--- src/rtl/io_halt_controller.sv ---
// Processor clock-freeze controller for INPUT and HALT instructions.
// Freezes the divided processor clock and releases it after one debounced Enter press/release.
//
// state        | meaning
// IDLE         | processor running, watching Input_Req / Halt_Req
// WAIT_PRESS   | clock frozen, waiting for a debounced button press
// WAIT_RELEASE | value captured, waiting for a debounced button release
// RESUME       | clock released, waiting for one Proc_Clk rising edge
// HALTED       | clock frozen until Reset
module io_halt_controller #(
  parameter int DEBOUNCE_CYCLES = 16,
  parameter int SW_WIDTH        = 10,
  parameter int DATA_WIDTH      = 32
) (
  input  logic                  Clk,
  input  logic                  Reset,
  input  logic                  Proc_Clk,
  input  logic                  Input_Req,
  input  logic                  Halt_Req,
  input  logic                  Button,
  input  logic [SW_WIDTH-1:0]   Switches,
  output logic                  Interrupt,
  output logic [DATA_WIDTH-1:0] Input_Data,
  output logic                  Input_Valid,
  output logic                  Waiting,
  output logic                  Halted
);

  localparam int CNT_W = $clog2(DEBOUNCE_CYCLES) + 1;
  localparam logic [CNT_W-1:0] CNT_LAST = CNT_W'(DEBOUNCE_CYCLES - 1);
  localparam logic [CNT_W-1:0] CNT_MAX  = '1;

  typedef enum logic [2:0] {
    IDLE,
    WAIT_PRESS,
    WAIT_RELEASE,
    RESUME,
    HALTED
  } state_t;

  state_t state, state_next;

  logic [1:0] btn_sync, req_sync, halt_sync, pclk_sync;
  logic       pclk_prev;
  logic       btn, req, halt, pclk_rise;

  logic [CNT_W-1:0] cnt, cnt_next, cnt_inc;
  logic             capture;

  always_ff @(posedge Clk or posedge Reset) begin
    if (Reset) begin
      btn_sync  <= '0;
      req_sync  <= '0;
      halt_sync <= '0;
      pclk_sync <= '0;
      pclk_prev <= 1'b0;
    end else begin
      btn_sync  <= {btn_sync[0], Button};
      req_sync  <= {req_sync[0], Input_Req};
      halt_sync <= {halt_sync[0], Halt_Req};
      pclk_sync <= {pclk_sync[0], Proc_Clk};
      pclk_prev <= pclk_sync[1];
    end
  end

  assign btn       = btn_sync[1];
  assign req       = req_sync[1];
  assign halt      = halt_sync[1];
  assign pclk_rise = pclk_sync[1] & ~pclk_prev;

  // Saturating increment so a long stable level never wraps back to zero.
  assign cnt_inc = (cnt == CNT_MAX) ? cnt : cnt + CNT_W'(1);

  always_comb begin
    state_next = state;
    cnt_next   = '0;
    capture    = 1'b0;
    Interrupt  = 1'b0;
    Waiting    = 1'b0;
    Halted     = 1'b0;
    case (state)
      IDLE: begin
        if (halt) begin
          state_next = HALTED;
        end else if (req) begin
          state_next = WAIT_PRESS;
        end
      end
      WAIT_PRESS: begin
        Interrupt = 1'b1;
        Waiting   = 1'b1;
        if (btn) begin
          if (cnt == CNT_LAST) begin
            capture    = 1'b1;
            state_next = WAIT_RELEASE;
          end else begin
            cnt_next = cnt_inc;
          end
        end
      end
      WAIT_RELEASE: begin
        Interrupt = 1'b1;
        if (!btn) begin
          if (cnt == CNT_LAST) begin
            state_next = RESUME;
          end else begin
            cnt_next = cnt_inc;
          end
        end
      end
      RESUME: begin
        // Request lines still reflect the frozen instruction; only a new processor edge moves on.
        if (pclk_rise) begin
          state_next = IDLE;
        end
      end
      HALTED: begin
        Interrupt = 1'b1;
        Halted    = 1'b1;
      end
      default: begin
        state_next = IDLE;
      end
    endcase
  end

  always_ff @(posedge Clk or posedge Reset) begin
    if (Reset) begin
      state       <= IDLE;
      cnt         <= '0;
      Input_Data  <= '0;
      Input_Valid <= 1'b0;
    end else begin
      state       <= state_next;
      cnt         <= cnt_next;
      Input_Valid <= capture;
      if (capture) begin
        Input_Data <= DATA_WIDTH'(Switches);
      end
    end
  end

endmodule

--- config.mk ---
export PLATFORM = sky130hd
export DESIGN_NAME = io_halt_controller
export DESIGN_NICKNAME = d
export VERILOG_FILES = /design/src/rtl/io_halt_controller.sv
export SDC_FILE = /design/constraint.sdc
export NUM_CORES = 1
export LEC_CHECK = 0
export ABC_AREA = 1
export BUFFER_PORTS_ARGS = -buffer_cell sky130_fd_sc_hd__buf_2
export CORE_ASPECT_RATIO = 1.5
export CORE_MARGIN = 2
export CORE_UTILIZATION = 25
export DETAILED_ROUTE_END_ITERATION = 8
export GPL_ROUTABILITY_DRIVEN = 0
export PLACE_DENSITY = 0.5
export SLEW_MARGIN = 0
export SYNTH_ARGS = -nofsm -noshare
export SYNTH_HDL_FRONTEND = slang
export SYNTH_SLANG_ARGS = --single-unit
--- constraint.sdc ---
create_clock -name Clk -period 2.6 [get_ports Clk]
set_input_delay 0.26 -clock Clk [delete_from_list [all_inputs] [get_ports Clk]]
set_output_delay 0.26 -clock Clk [all_outputs]
set_load 0.005 [all_outputs]
[After elaboration in Yosys (flattened, before gate mapping)]
Index checks and enable logic that the tools add are counted.
Word-level totals
  register bits after elaboration: 28
  bits in latches: 0
  memory bits (writable): 0
  ROM bits: 0
  input bits: 16
  output and inout port bits: 36
  logic and storage cells: 47
  memories kept: 0
Operators by class
  add/subtract/negate cells: 1
  $mul: 0
  div/mod/pow operators: 0
  magnitude comparators: 0
  equality and inequality tests: 12
  shift operators: 0
  multiplexer cells: 19
  bitwise operators: 3
  reduce and logical (&&, ||, !) cells: 3
Operators by type and width (count)
  3-bit two-way mux: 7
  5-bit two-way mux: 4
  3-bit case mux with 5 select lines: 1
  2-bit != test (second input constant): 5
  5-bit case mux with 2 select lines: 1
  7-bit AND reduction: 1
  3-bit by 2-bit equality test with 1-bit output (second input constant): 2
  1-bit two-way mux: 6
  5-bit by 1-bit adder with 5-bit output (second input constant): 1
  5-bit by 4-bit equality test with 1-bit output (second input constant): 1
  5-bit equality test (second input constant): 1
  3-bit by 1-bit equality test with 1-bit output (second input constant): 1
  3-bit equality test (second input constant): 1
  3-bit zero test: 1
  3-bit != test (second input constant): 1
  3-bit OR reduction: 1
  1-bit NOT: 2
  1-bit bitwise AND: 1

[Longest topological paths before layout]
  depth after elaboration: 5
  depth in mapped cells: 9
  gate-level depth less buffers: 8

[Least setup slack after synthesis]
Ideal clock, no wire load.
  path type: register to register
  start: register cnt[0]
  end: register Input_Data[0]
  setup time: 0.116 ns
  data arrival time: 1.200 ns
  data required time: 2.484 ns
  path slack: 1.283 ns
  cell stages (with the launch flop): 7
  path buffers: 1
  period minus slack after synthesis: 1.317 ns
  cell sequence: dfrtp_1 -> ha_1 -> nand4_1 -> or2_4 -> buf_4 -> nand2_1 -> nand2_1
Between the ends
  cells in the longest elaborated chain, start to end: 4
Ends and longest elaborated chain
  start, declared: line 47  | logic [CNT_W-1:0] cnt, cnt_next, cnt_inc;
  start signal, assigned: line 135  | cnt <= cnt_next;
  5-bit by 4-bit equality test with 1-bit output: line 93  | if (cnt == CNT_LAST) begin
  1-bit two-way mux: line 93
  1-bit two-way mux: line 92  | if (btn) begin
  1-bit two-way mux: line 81  | case (state)
  end signal, assigned: line 138  | Input_Data <= DATA_WIDTH'(Switches);
  end, declared: line 23  | output logic [DATA_WIDTH-1:0] Input_Data,
Every way passes these cells.
A chain may end at the register's enable or synchronous reset.

[Final worst setup path]
  start: register state[1]
  end: output Interrupt
Between the ends
  cells in the longest elaborated chain, start to end: 3
  elaborated cells on any way between the ends: 5
  classes of those cells: 3 x eq/ne; 1 x mux; 1 x reduce/logical
Ends and longest elaborated chain
  start, declared: line 41  | state_t state, state_next;
  start signal, assigned: line 134  | state <= state_next;
  3-bit by 2-bit equality test with 1-bit output (tied with other cells): line 81
  3-bit OR reduction (no source line) (*)
  1-bit two-way mux (*): line 81
  end, declared: line 22  | output logic Interrupt,
Every way passes the cells marked *; elsewhere a longest branch is shown, timed or not.

==> results by group <==
Timing
  – Setup TNS: 0 ns
  – Fmax: between 600 and 700 MHz
  – Fin. max-slew vios: 0
  – Setup violations, final: 0
  – Final hold vios: 0
  – Final worst slack: 1.05 ns
  – RSZ-0062 raised after global routing: no
  – Period utilization: 59.6%
  – Clock Skew: 0.00415 ns
  – Fin crit period: 1.55 ns

Worst setup path
  – Crit end category: output port
  – Critical R2R Capture: Input_Data[1]
  – Worst r2r src: cnt[0]
  – Setup crit start kind: flip-flop
  – Crit Path Class: reg -> out
  – Req. time, crit path: 2.34 ns
  – Max FO, Critical Path: 7
  – Arr. time, crit path: 1.29 ns
  – FF-to-FF setup slack: 1.15 ns
  – R2R depth: 6

Detailed routing
  – Antenna Nets Post-Route: 0
  – Drt first pass iters: 4
  – DRC: 0
  – Vias/cell: 3.69
  – Wire per inst: 8.40 um
  – Drt total wl: about 2 mm
  – Routed vias: 901
  – Starting DRC count in detailed routing: 11

Layout
  – Share of layout cells above drive strength 1: 23.3%
  – # nets final: about 200
  – Area Growth Syn to Fin: 13.4%
  – Multi-input logic area: 445 um2
  – Fillers: 561
  – Register Area: 701 um2
  – Diode count: 0
  – Final design area excluding fillers: 1470 um2

Clock network
  – Hold Buf Count CTS: 0
  – TritonCTS clock tree: done
  – Clock transition at path regs: 0.08 ns
  – Clk_lat worst skew: 0.27 ns
  – CTS Buf Count: 3
  – TritonCTS Sinks: 28
  – CTS H-Tree Depth: 1
  – Post-cts resize count: 0
  – Post-CTS setup buffers: 0
  – Max Root-Sink Buffers: 2
  – CTS root buf: clkbuf_8

Global routing
  – First-pass GRT wire length: ~3.5 mm
  – Largest net degree at the start of global routing: 29
  – Initial antenna violation count: 0
  – Gr ovfl total: 0
  – Total global-route track usage: between 7 and 8%
  – Vias in the first global route: 804

Floorplan
  – Total core area: 5080 um2
  – Starting Density: 25.6%
  – Die span in x: 62.9 um
  – I/O pin total: 52
  – Cell Rows: 32
  – Die ar.: 5800 um2
  – Chip Height: 92.3 um

Logic synthesis
  – Seq cells post-synth: 28
  – Cell Area, Synth: 1300 um2
  – Sequential area share after synthesis: 53.9%
  – Post-Synthesis Cells: ~150
  – Yosys warning count: 0
  – Cell variety after synth: 20
  – Mapped Avg Cell Area: 8.90 um2

Placed design
  – Cell Area, Placed: ~1400 um2
  – Hpwl dp: 1.61 mm
  – Port bufs: 29
  – Dpl ws: 1.15 ns

Power
  – Design Power: 918 uW
  – Maximum vdd drop: 0.403 mV
  – Pwr dens: 623 nW/um2
  – Lkg Pwr: roughly 0.00075 uW

Hold path
  – Worst hold path class: in -> async

Status
  – Outcome: completed

Job
  – MaxCap Viol Count: 0
## Yosys cell counts (all sizes together)
cell type  count  area share, %
ha             1           0.96
o21ai          4            1.5
a21boi         1           0.58
a21oi          3            1.2
nor2          10            2.9
a22oi          1           0.58
conb           1           0.29
inv           13            3.8
nand4          1           0.48
buf           24             14
nand2         46             13
dfrtp         28             54
xnor2          1           0.67
or2            4            2.1
nand3          8            3.5
## sequential cells by signal, summed over array words and instances, names as in the netlist
signal,cells
Input_Data,10
Input_Valid,1
btn_sync,2
cnt,5
halt_sync,2
pclk_prev,1
pclk_sync,2
req_sync,2
state,3
## power by group
part           switching [uW]  internal, uW  leakage (uW)
clock                     121           104     0.0000216
sequential               30.4           462      0.000314
combinational             126          74.8      0.000411
total                     277           640      0.000747
## layer usage
layer  share of wire (%)  track usage, %  vias to the layer above
met3                 5.2            1.22                        7
li1                    -               -                      461
met5                   0               0                        -
met4                 3.9            5.93                        0
met1                  43            8.78                      396
met2                  48            12.5                       37
## stage by stage
step	instances	util, %	hold WS (ns)
2_1_floorplan	167	-	0.291
3_5_place_dp	241	28.2	0.335
6_report	244	29.0	0.0335
4_1_cts	244	29.0	0.0459
5_1_grt	244	29.0	0.0537
3_3_place_gp	241	28.2	0.332
## layout make-up
| class | count | area share (%) |
|---|---|---|
| clock buffer | 3 | 2.80 |
| timing repair buffer | 30 | 10.4 |
| sequential | 28 | 47.5 |
| tap | 68 | 5.77 |
| multi-input combinational | 102 | 30.2 |
| inverter | 13 | 3.31 |
## layout by cell type, fill, tap and decap left out, types with 4 or more instances in the layout
cell type	instances
conb_1	22
buf_2	29
dfrtp_1	28
nor2_1	10
nand3_1	7
inv_1	11
nand2_1	45
o21ai_0	4
## worst max-delay path by stage
stage / slack, ns / startpoint / end
after global placement: 1.17 / cnt[0] / Input_Data[3]
after CTS: 1.04 / state[0] / Interrupt
after floorplan: 1.28 / cnt[0] / Input_Data[0]
final: 1.05 / state[1] / Interrupt
after global routing: 0.96 / cnt[0] / Input_Data[5]
after detailed placement: 1.15 / cnt[0] / Input_Data[9]
## critical path, stage by stage, from the launching register on
cell     delay (ns)
dfrtp_1        0.45
nor2_1         0.19
nand2_1        0.13
nand3_1        0.12
buf_2          0.12
## cell families (layout without fill, tap and decap cells)
kind of cell / count (synthesis) / after routing / synth area share, %
fa+ha+maj: 1 / 1 / 0.962
simple gates: 69 / 69 / 22.4
xor+xnor: 1 / 1 / 0.674
flops: 28 / 28 / 53.9
other cells: 1 / 22 / 0.288
buf+inv: 37 / 46 / 17.9
compound gates: 9 / 9 / 3.85
(Power assumes the default switching activity.)
